==> config.mk <==
export PLATFORM = sky130hd
export DESIGN_NAME = scan_select_sequencer_flat
export DESIGN_NICKNAME = d
export VERILOG_FILES = /design/src/rtl/scan_select_sequencer_pkg.sv /design/src/rtl/scan_select_sequencer_if.sv /design/src/rtl/scan_select_sequencer_dwell_counter.sv /design/src/rtl/scan_select_sequencer.sv /design/src/flat_wrapper.sv
export SDC_FILE = /design/constraint.sdc
export NUM_CORES = 1
export LEC_CHECK = 0
export BUFFER_PORTS_ARGS = -buffer_cell sky130_fd_sc_hd__buf_2
export CORE_ASPECT_RATIO = 0.7
export CORE_MARGIN = 2
export CORE_UTILIZATION = 55
export DETAILED_ROUTE_END_ITERATION = 12
export PLACE_DENSITY = 0.77
export RECOVER_POWER = 25
export SLEW_MARGIN = 20
export SYNTH_ARGS = -nofsm -noshare
export SYNTH_HDL_FRONTEND = slang
export SYNTH_SLANG_ARGS = --single-unit
==> constraint.sdc <==
create_clock -name clk -period 2.27 [get_ports clk]
set_input_delay 0.227 -clock clk [delete_from_list [all_inputs] [get_ports clk]]
set_output_delay 0.227 -clock clk [all_outputs]
set_load 0.1 [all_outputs]
==> src/rtl/scan_select_sequencer_pkg.sv <==
// scan_seq_pkg: shared state encoding and width constants for the scan select sequencer
package scan_seq_pkg;
  localparam int CODE_W = 4;
  localparam int CNT_W  = 8;
  typedef enum logic [1:0] {IDLE, ACTIVE, GUARD} state_t;
endpackage

==> src/rtl/scan_select_sequencer_if.sv <==
// scan_select_sequencer_if: control/status bundle between a sweep requester and the sequencer
//   master: drives start, stop, first, last, continuous (and skip_mask when SCAN_SKIP_MASK_EN)
//   slave : drives select, enable, busy, done
interface scan_select_sequencer_if;
  import scan_seq_pkg::*;
  logic start;
  logic stop;
  logic continuous;
  logic [CODE_W-1:0] first;
  logic [CODE_W-1:0] last;
  logic [CODE_W-1:0] select;
  logic enable;
  logic busy;
  logic done;
`ifdef SCAN_SKIP_MASK_EN
  logic [2**CODE_W-1:0] skip_mask;
  modport master (output start, stop, first, last, continuous, skip_mask, input select, enable, busy, done);
  modport slave (input start, stop, first, last, continuous, skip_mask, output select, enable, busy, done);
`else
  modport master (output start, stop, first, last, continuous, input select, enable, busy, done);
  modport slave (input start, stop, first, last, continuous, output select, enable, busy, done);
`endif
endinterface

==> src/rtl/scan_select_sequencer_dwell_counter.sv <==
// dwell_counter: loadable down-counter with zero flag timing each code's dwell
//   clk, reset (async, active-high); load/value: preset; dec: count down; zero: count is 0
module dwell_counter
  import scan_seq_pkg::*;
(
  input  logic             clk,
  input  logic             reset,
  input  logic             load,
  input  logic             dec,
  input  logic [CNT_W-1:0] value,
  output logic             zero
);
  logic [CNT_W-1:0] cnt;
  always_ff @(posedge clk or posedge reset)
    if (reset) cnt <= '0;
    else if (load) cnt <= value;
    else if (dec && cnt != '0) cnt <= cnt - 1'b1;
  assign zero = cnt == '0;
endmodule

==> src/rtl/scan_select_sequencer.sv <==
// scan_select_sequencer: sweeps a 4-bit decoder select from first to last with dwell and guard cycles
//   clk, reset (async, active-high), bus: scan_select_sequencer_if.slave
//   Optional macro SCAN_SKIP_MASK_EN adds bus.skip_mask; masked codes take one enable-low cycle.
module scan_select_sequencer
  import scan_seq_pkg::*;
#(
  parameter int DWELL_CYCLES = 4
) (
  input logic clk,
  input logic reset,
  scan_select_sequencer_if.slave bus
);
  localparam logic [CNT_W-1:0] DWELL_LOAD = CNT_W'(DWELL_CYCLES - 1);
  state_t state, nxt_state;
  logic [CODE_W-1:0] select_q, nxt_select, first_q, last_q, adv;
  logic cont_q, done_q, nxt_done, latch, load, dec, zero, skip_first, skip_adv;
  assign adv = (select_q == last_q) ? first_q : select_q + 1'b1;
`ifdef SCAN_SKIP_MASK_EN
  assign skip_first = bus.skip_mask[bus.first];
  assign skip_adv   = bus.skip_mask[adv];
`else
  assign skip_first = 1'b0;
  assign skip_adv   = 1'b0;
`endif
  dwell_counter u_dwell (
    .clk   (clk),
    .reset (reset),
    .load  (load),
    .dec   (dec),
    .value (DWELL_LOAD),
    .zero  (zero)
  );
  always_comb begin
    nxt_state  = state;
    nxt_select = select_q;
    nxt_done   = 1'b0;
    latch      = 1'b0;
    load       = 1'b0;
    dec        = 1'b0;
    if (bus.stop) nxt_state = IDLE;
    else
      case (state)
        IDLE:
          if (bus.start) begin
            latch      = 1'b1;
            load       = 1'b1;
            nxt_select = bus.first;
            nxt_state  = skip_first ? GUARD : ACTIVE;
          end
        ACTIVE: begin
          dec       = !zero;
          nxt_state = zero ? GUARD : ACTIVE;
        end
        GUARD:
          if (select_q == last_q && !cont_q) begin
            nxt_state = IDLE;
            nxt_done  = 1'b1;
          end else begin
            load       = 1'b1;
            nxt_select = adv;
            nxt_state  = skip_adv ? GUARD : ACTIVE;
          end
        default: nxt_state = IDLE;
      endcase
  end
  always_ff @(posedge clk or posedge reset)
    if (reset) begin
      state    <= IDLE;
      select_q <= '0;
      first_q  <= '0;
      last_q   <= '0;
      cont_q   <= 1'b0;
      done_q   <= 1'b0;
    end else begin
      state    <= nxt_state;
      select_q <= nxt_select;
      done_q   <= nxt_done;
      if (latch) begin
        first_q <= bus.first;
        last_q  <= bus.last;
        cont_q  <= bus.continuous;
      end
    end
  assign bus.select = select_q;
  assign bus.enable = state == ACTIVE;
  assign bus.busy   = state != IDLE;
  assign bus.done   = done_q;
endmodule

==> src/flat_wrapper.sv <==
// flat-port wrapper written by rule: the top's interface ports become plain ports
module scan_select_sequencer_flat import scan_seq_pkg::*;
#(
  parameter int DWELL_CYCLES = 4
)
  (clk, reset, bus_start, bus_stop, bus_first, bus_last, bus_continuous, bus_select, bus_enable, bus_busy, bus_done);
  scan_select_sequencer_if bus_i ();
  input logic clk;
  input logic reset;
  input wire logic [$bits(bus_i.start)-1:0] bus_start;
  input wire logic [$bits(bus_i.stop)-1:0] bus_stop;
  input wire logic [$bits(bus_i.first)-1:0] bus_first;
  input wire logic [$bits(bus_i.last)-1:0] bus_last;
  input wire logic [$bits(bus_i.continuous)-1:0] bus_continuous;
  output wire logic [$bits(bus_i.select)-1:0] bus_select;
  output wire logic [$bits(bus_i.enable)-1:0] bus_enable;
  output wire logic [$bits(bus_i.busy)-1:0] bus_busy;
  output wire logic [$bits(bus_i.done)-1:0] bus_done;
  assign bus_i.start = bus_start;
  assign bus_i.stop = bus_stop;
  assign bus_i.first = bus_first;
  assign bus_i.last = bus_last;
  assign bus_i.continuous = bus_continuous;
  assign bus_select = bus_i.select;
  assign bus_enable = bus_i.enable;
  assign bus_busy = bus_i.busy;
  assign bus_done = bus_i.done;
  scan_select_sequencer #(.DWELL_CYCLES(DWELL_CYCLES)) u_core (.clk(clk), .reset(reset), .bus(bus_i));
endmodule
After elaboration in Yosys (flattened, before gate mapping). Cells that the tools add are included. W data, S select, Z words.

Register bits after elaboration: 24. Input bits: 13. Output and inout port bits: 7. Word-level logic and storage cells: 49.

$add $sub $neg: 2. Equality and inequality tests: 6. Multiplexer cells: 22. Bitwise logic cells: 1. Reduce and logical (&&, ||, !) cells: 11.

Operators with widths (number): $mux W8 (2); $mux W4 (3); $mux W1 (11); $logic_not A8 Y1 (1); $pmux W4 S2 (1); $reduce_bool A8 Y1 (1); $sub A8 B1 Y8 const B (1); $mux W2 (3); $pmux W2 S3 (1); $reduce_bool A2 Y1 (3); $add A4 B1 Y4 const B (1); $eq A4 B4 Y1 (1); $ne A2 B2 Y1 const B (2); $reduce_and A4 Y1 (1); $ne A3 B3 Y1 const B (1); $eq A2 B1 Y1 const B (1); $eq A2 B2 Y1 const B (1); $logic_and A1 B1 Y1 (2); $logic_not A1 Y1 (2); $logic_not A2 Y1 (1); $pmux W1 S2 (1); $not A1 Y1 (1).

Logic depth before layout (Yosys ltp).
Depth after elaboration: 7. Depth in mapped cells: 7. Depth with buffers taken out: 7.

Modules after synthesis. A second synthesis with hierarchy kept.

Cells, all modules: 134. Area, all modules: 1370.1 sq um.

Modules (own cells, without submodules): scan_select_sequencer (times used 1, cells an instance 81, area each 874.6 sq um, sequential area each 400.4 sq um); dwell_counter (times used 1, cells an instance 53, area each 495.5 sq um, sequential area each 200.2 sq um).

Least setup slack after synthesis. OpenSTA, ideal clock, no wires.

Path type: register to register. Start: register u_core.select_q[2] (netlist: u_core.bus.select[2]). End: register u_core.select_q[2] (netlist: u_core.bus.select[2]). Data arrival time: 2.120 ns. Required time: 2.144 ns. Slack: 0.025 ns. Cell stages (with the launch flop): 7. Buffers on the path: 1. Path through: dfrtp_1 > xnor2_1 > nand4_2 > o21ai_1 > nand2b_1 > clkbuf_8 > mux2_2.

Cells in the longest elaborated chain, start to end: 4. Elaborated cells between the ends (all ways): 8. Classes of those cells: 1 x add/sub; 2 x eq/ne; 3 x mux; 2 x reduce/logical.

Ends and longest elaborated chain: start, declared (line scan_select_sequencer.sv:15) `logic [CODE_W-1:0] select_q, nxt_select, first_q, last_q, adv;`; start signal, assigned (line scan_select_sequencer.sv:76) `select_q <= nxt_select;`; $add A4 B1 Y4 / $eq A4 B4 Y1 (equally long branches) (line scan_select_sequencer.sv:17, scan_select_sequencer.sv:55); $mux W4 / $logic_and A1 B1 Y1 (equally long branches) (line scan_select_sequencer.sv:17, scan_select_sequencer.sv:55); $mux W4 / $ne A2 B2 Y1 (equally long branches); $pmux W4 S2 / $reduce_and A4 Y1 (equally long branches).

Several ways; a longest one is shown, not always the timed one. The select of a mux whose other input is x is not followed. A chain may end at the register's enable or synchronous reset.

Final worst setup path.
Start: register u_core.u_dwell.cnt[1]. End: register u_core.u_dwell.cnt[6].

Cells in the longest elaborated chain, start to end: 6. Elaborated cells between the ends (all ways): 10. Classes of those cells: 1 x add/sub; 4 x mux; 5 x reduce/logical.

Ends and longest elaborated chain: start, declared (line scan_select_sequencer_dwell_counter.sv:13) `logic [CNT_W-1:0] cnt;`; start signal, assigned (line scan_select_sequencer_dwell_counter.sv:16) `else if (load) cnt <= value;`; start signal, assigned (line scan_select_sequencer_dwell_counter.sv:17) `else if (dec && cnt != '0) cnt <= cnt - 1'b1;`; branches (longest 6 deep; another with $sub A8 B1 Y8).

Parallel ways; which one is timed is not known. The select of a mux whose other input is x is not followed.

==> results.yml <==
clock_tree:
  cts_buffers: 3
  cts_buffer_depth: 2
  insertion_delay_ns: 0.31
  hold_buffers: 0
  clkTransAtPathRegs_ns: 0.13
  cts_tree: "done"
  root_buffer: "clkbuf_4"
  numClockSinks: 24
  post_cts_resized: 0
  h-tree-depth: 1
  cts_setup_buffers: 0
timing:
  setup_tns_ns: 0
  finalHoldViolCount: 0
  rsz0062_at_grt: "no"
  max-slew-margin-rel_pct: 39.76
  drv_slew: 0
  tightest_slew_ns: 0.9026
  period_share_pct: 87.46
  setup_viol: 0
  final.min_clock_period_ns: 1.985
  max_freq_mhz: 503.7
  clock_skew_ns: 0.0009661
synthesis:
  syn_area_sq_um: 1255
  synth_fp_nets: 124
  synthArstFlopShare_pct: 100.0
  netlist.area_leader.share_pct: 47.86
  synthFlopType: "dfrtp_1"
  yosys_warnings: 0
  seq_area_frac_synth_pct: 47.86
  ys_seq_elements: 24
  yosys.area.top_type: "dfrtp_1"
  synth_area_leaders: "dfrtp_1 48%, mux2_2 9.9%, xnor2_1 5.6%"
  synth_cell_types: 34
  synthCells: 108
  syn_area_per_cell_sq_um: 11.62
  synth_edf_count: 0
critical_path:
  reg2regPathDepth: 7
  crit_family: "simple AND/OR/NAND/NOR gates"
  cp_max_fo: 3
  critPathKind: "reg -> reg"
  cp_cell_sequence: "inv_1, ha_1, and2b_2, a211o_1, or4_1, xor2_1, nor2_1"
  arrival_ns: 2.19
  cp-startpoint: "u_core.u_dwell.cnt[1]"
  cp-start-kind: "flop"
  crit_cells: 7
  cp_slowest_cell: "dfrtp_1"
  cpPeakStageDelay_ns: 0.46
  r2r_start: "u_core.u_dwell.cnt[1]"
  crit_end: "u_core.u_dwell.cnt[6]"
  r2r_end: "u_core.u_dwell.cnt[6]"
  reg2reg_slack_ns: 0.28
  path_buf_inv: 1
  cp-end-kind: "flop"
  worstPathRequired_ns: 2.47
final_layout:
  nets: 147
  n_fill_cell: 188
  final_common_cell: "dfrtp_1"
  antenna_cells: 0
  drive_gt1_share_pct: 34.62
  final_cell_mix: "24 x dfrtp_1, 19 x buf_2, 11 x mux2_2, 11 x nand2_1, 8 x xnor2_1"
  area_growth_pct: 13.06
drt:
  ant_nets: 0
  dr.first_iter.drc_count: 28
  drcViolationCount: 0
  drtPass1Iterations: 4
  viasPerCell: 5.191
  wl_per_cell_microns: 14.34
  routed_wl_microns: 2323
  via_count: 841
global_route:
  overflow: 0
  grt_busiest_layer: "met2"
  grtUsageTotal_pct: 20.92
  use_met3_pct: 5.672
  grt_first_pass_wirelength_microns: 4064
  met2_usage_pct: 33.62
  grt_pass1_vias: 859
  met1_usage_pct: 29.21
  antenna_found_initial: 0
  grt_max_degree: 25
pwr:
  p_total_mw: 1.722
  peakVddDrop_mv: 0.6892
  p_leak_nw: 0.6919
  p_per_area_nw_per_um2: 1214
placement:
  io_buffers: 19
  place.gp.congestion: 0.7195
  hpwl_microns: 1746
floorplanning:
  die_area_sq_um: 2686
  coreArea_sq_um: 2155
  start_util_pct: 58.25
  boundaryPins: 20
  die_w_microns: 61.10
  num_rows: 14
  die_height_microns: 43.97
status:
  status: "finished clean"
flow_run:
  drv_cap: 0
hold_path:
  hold_path.class: "in -> async"
## cell usage after synthesis (2+ instances only)
master and instances:
o211ai_1 2, xor2_1 4, and2b_2 2, nand2_1 11
dfrtp_1 24, ha_1 3, mux2_2 11, mux2i_1 4
xnor2_1 8, o21ai_0 4, inv_1 5, nor2_2 2
nor2_1 7
## area by class of cell
class                   instances  area (sq um)  share of cell area (%)
well taps                      32         40.04                   2.822
flip-flops and latches         24         600.6                   42.33
multi-input cells              76         613.1                   43.21
repair buffers                 21         110.1                   7.760
inverters                       5         18.77                   1.323
clock buffers                   4         36.28                   2.557
## flip-flops by register name (all words and copies together), names as in the netlist
| signal | cells |
|---|---|
| u_core.u_dwell.cnt | 8 |
| u_core.bus.select | 4 |
| u_core.first_q | 4 |
| u_core.last_q | 4 |
| u_core.state | 2 |
| u_core.bus.done | 1 |
| u_core.cont_q | 1 |
## worst min-delay path by stage
stage	from	to	slack (ns)	cells after the start
floorplan	reset	u_core.bus.done	0.24	1
global placement	u_core.cont_q	u_core.bus.done	0.45	1
detailed placement	bus_last[0]	u_core.last_q[0]	0.46	2
CTS	reset	u_core.bus.select[3]	0.11	2
global route	bus_last[2]	u_core.last_q[2]	0.12	2
finish	reset	u_core.first_q[3]	0.08	2
## routing by layer
layer  up-vias  share of wire [%]
li1        413                  -
met1       407                 49
met2        19                 46
met3         2                4.4
met4         0               0.56
met5         -                  0
## power breakdown
group / leakage, nW / switching (mW) / internal [mW]
combinational: 0.373 / 0.518 / 0.284
sequential: 0.298 / 0.140 / 0.552
clock: 0.0210 / 0.130 / 0.0981
total: 0.692 / 0.788 / 0.935
## stage by stage
stage	hold WS, ns	instance area, sq um	utilization [%]	std cells	setup WS, ns
final	0.08124	1419	65.85	162	0.2846
after global routing	0.1221	1419	65.85	162	0.1777
after CTS	0.1138	1419	65.85	162	0.2899
after detailed placement	0.4624	1383	64.17	158	0.3108
after global placement	0.4502	1383	64.17	158	0.3887
after floorplan	0.2416	1255	-	108	0.02455
## logic make-up after synthesis
logic type,Yosys count,share of synthesized area (%)
XOR/XNOR,12,8.375
multiplexers,15,13.06
AO/OA/AOI/OAI,12,7.776
AND/OR/NAND/NOR,34,16.65
flip-flops,24,47.86
buffers and inverters,8,3.289
adder cells (fa/ha/maj),3,2.991
Power figures use the tool's default switching activity.
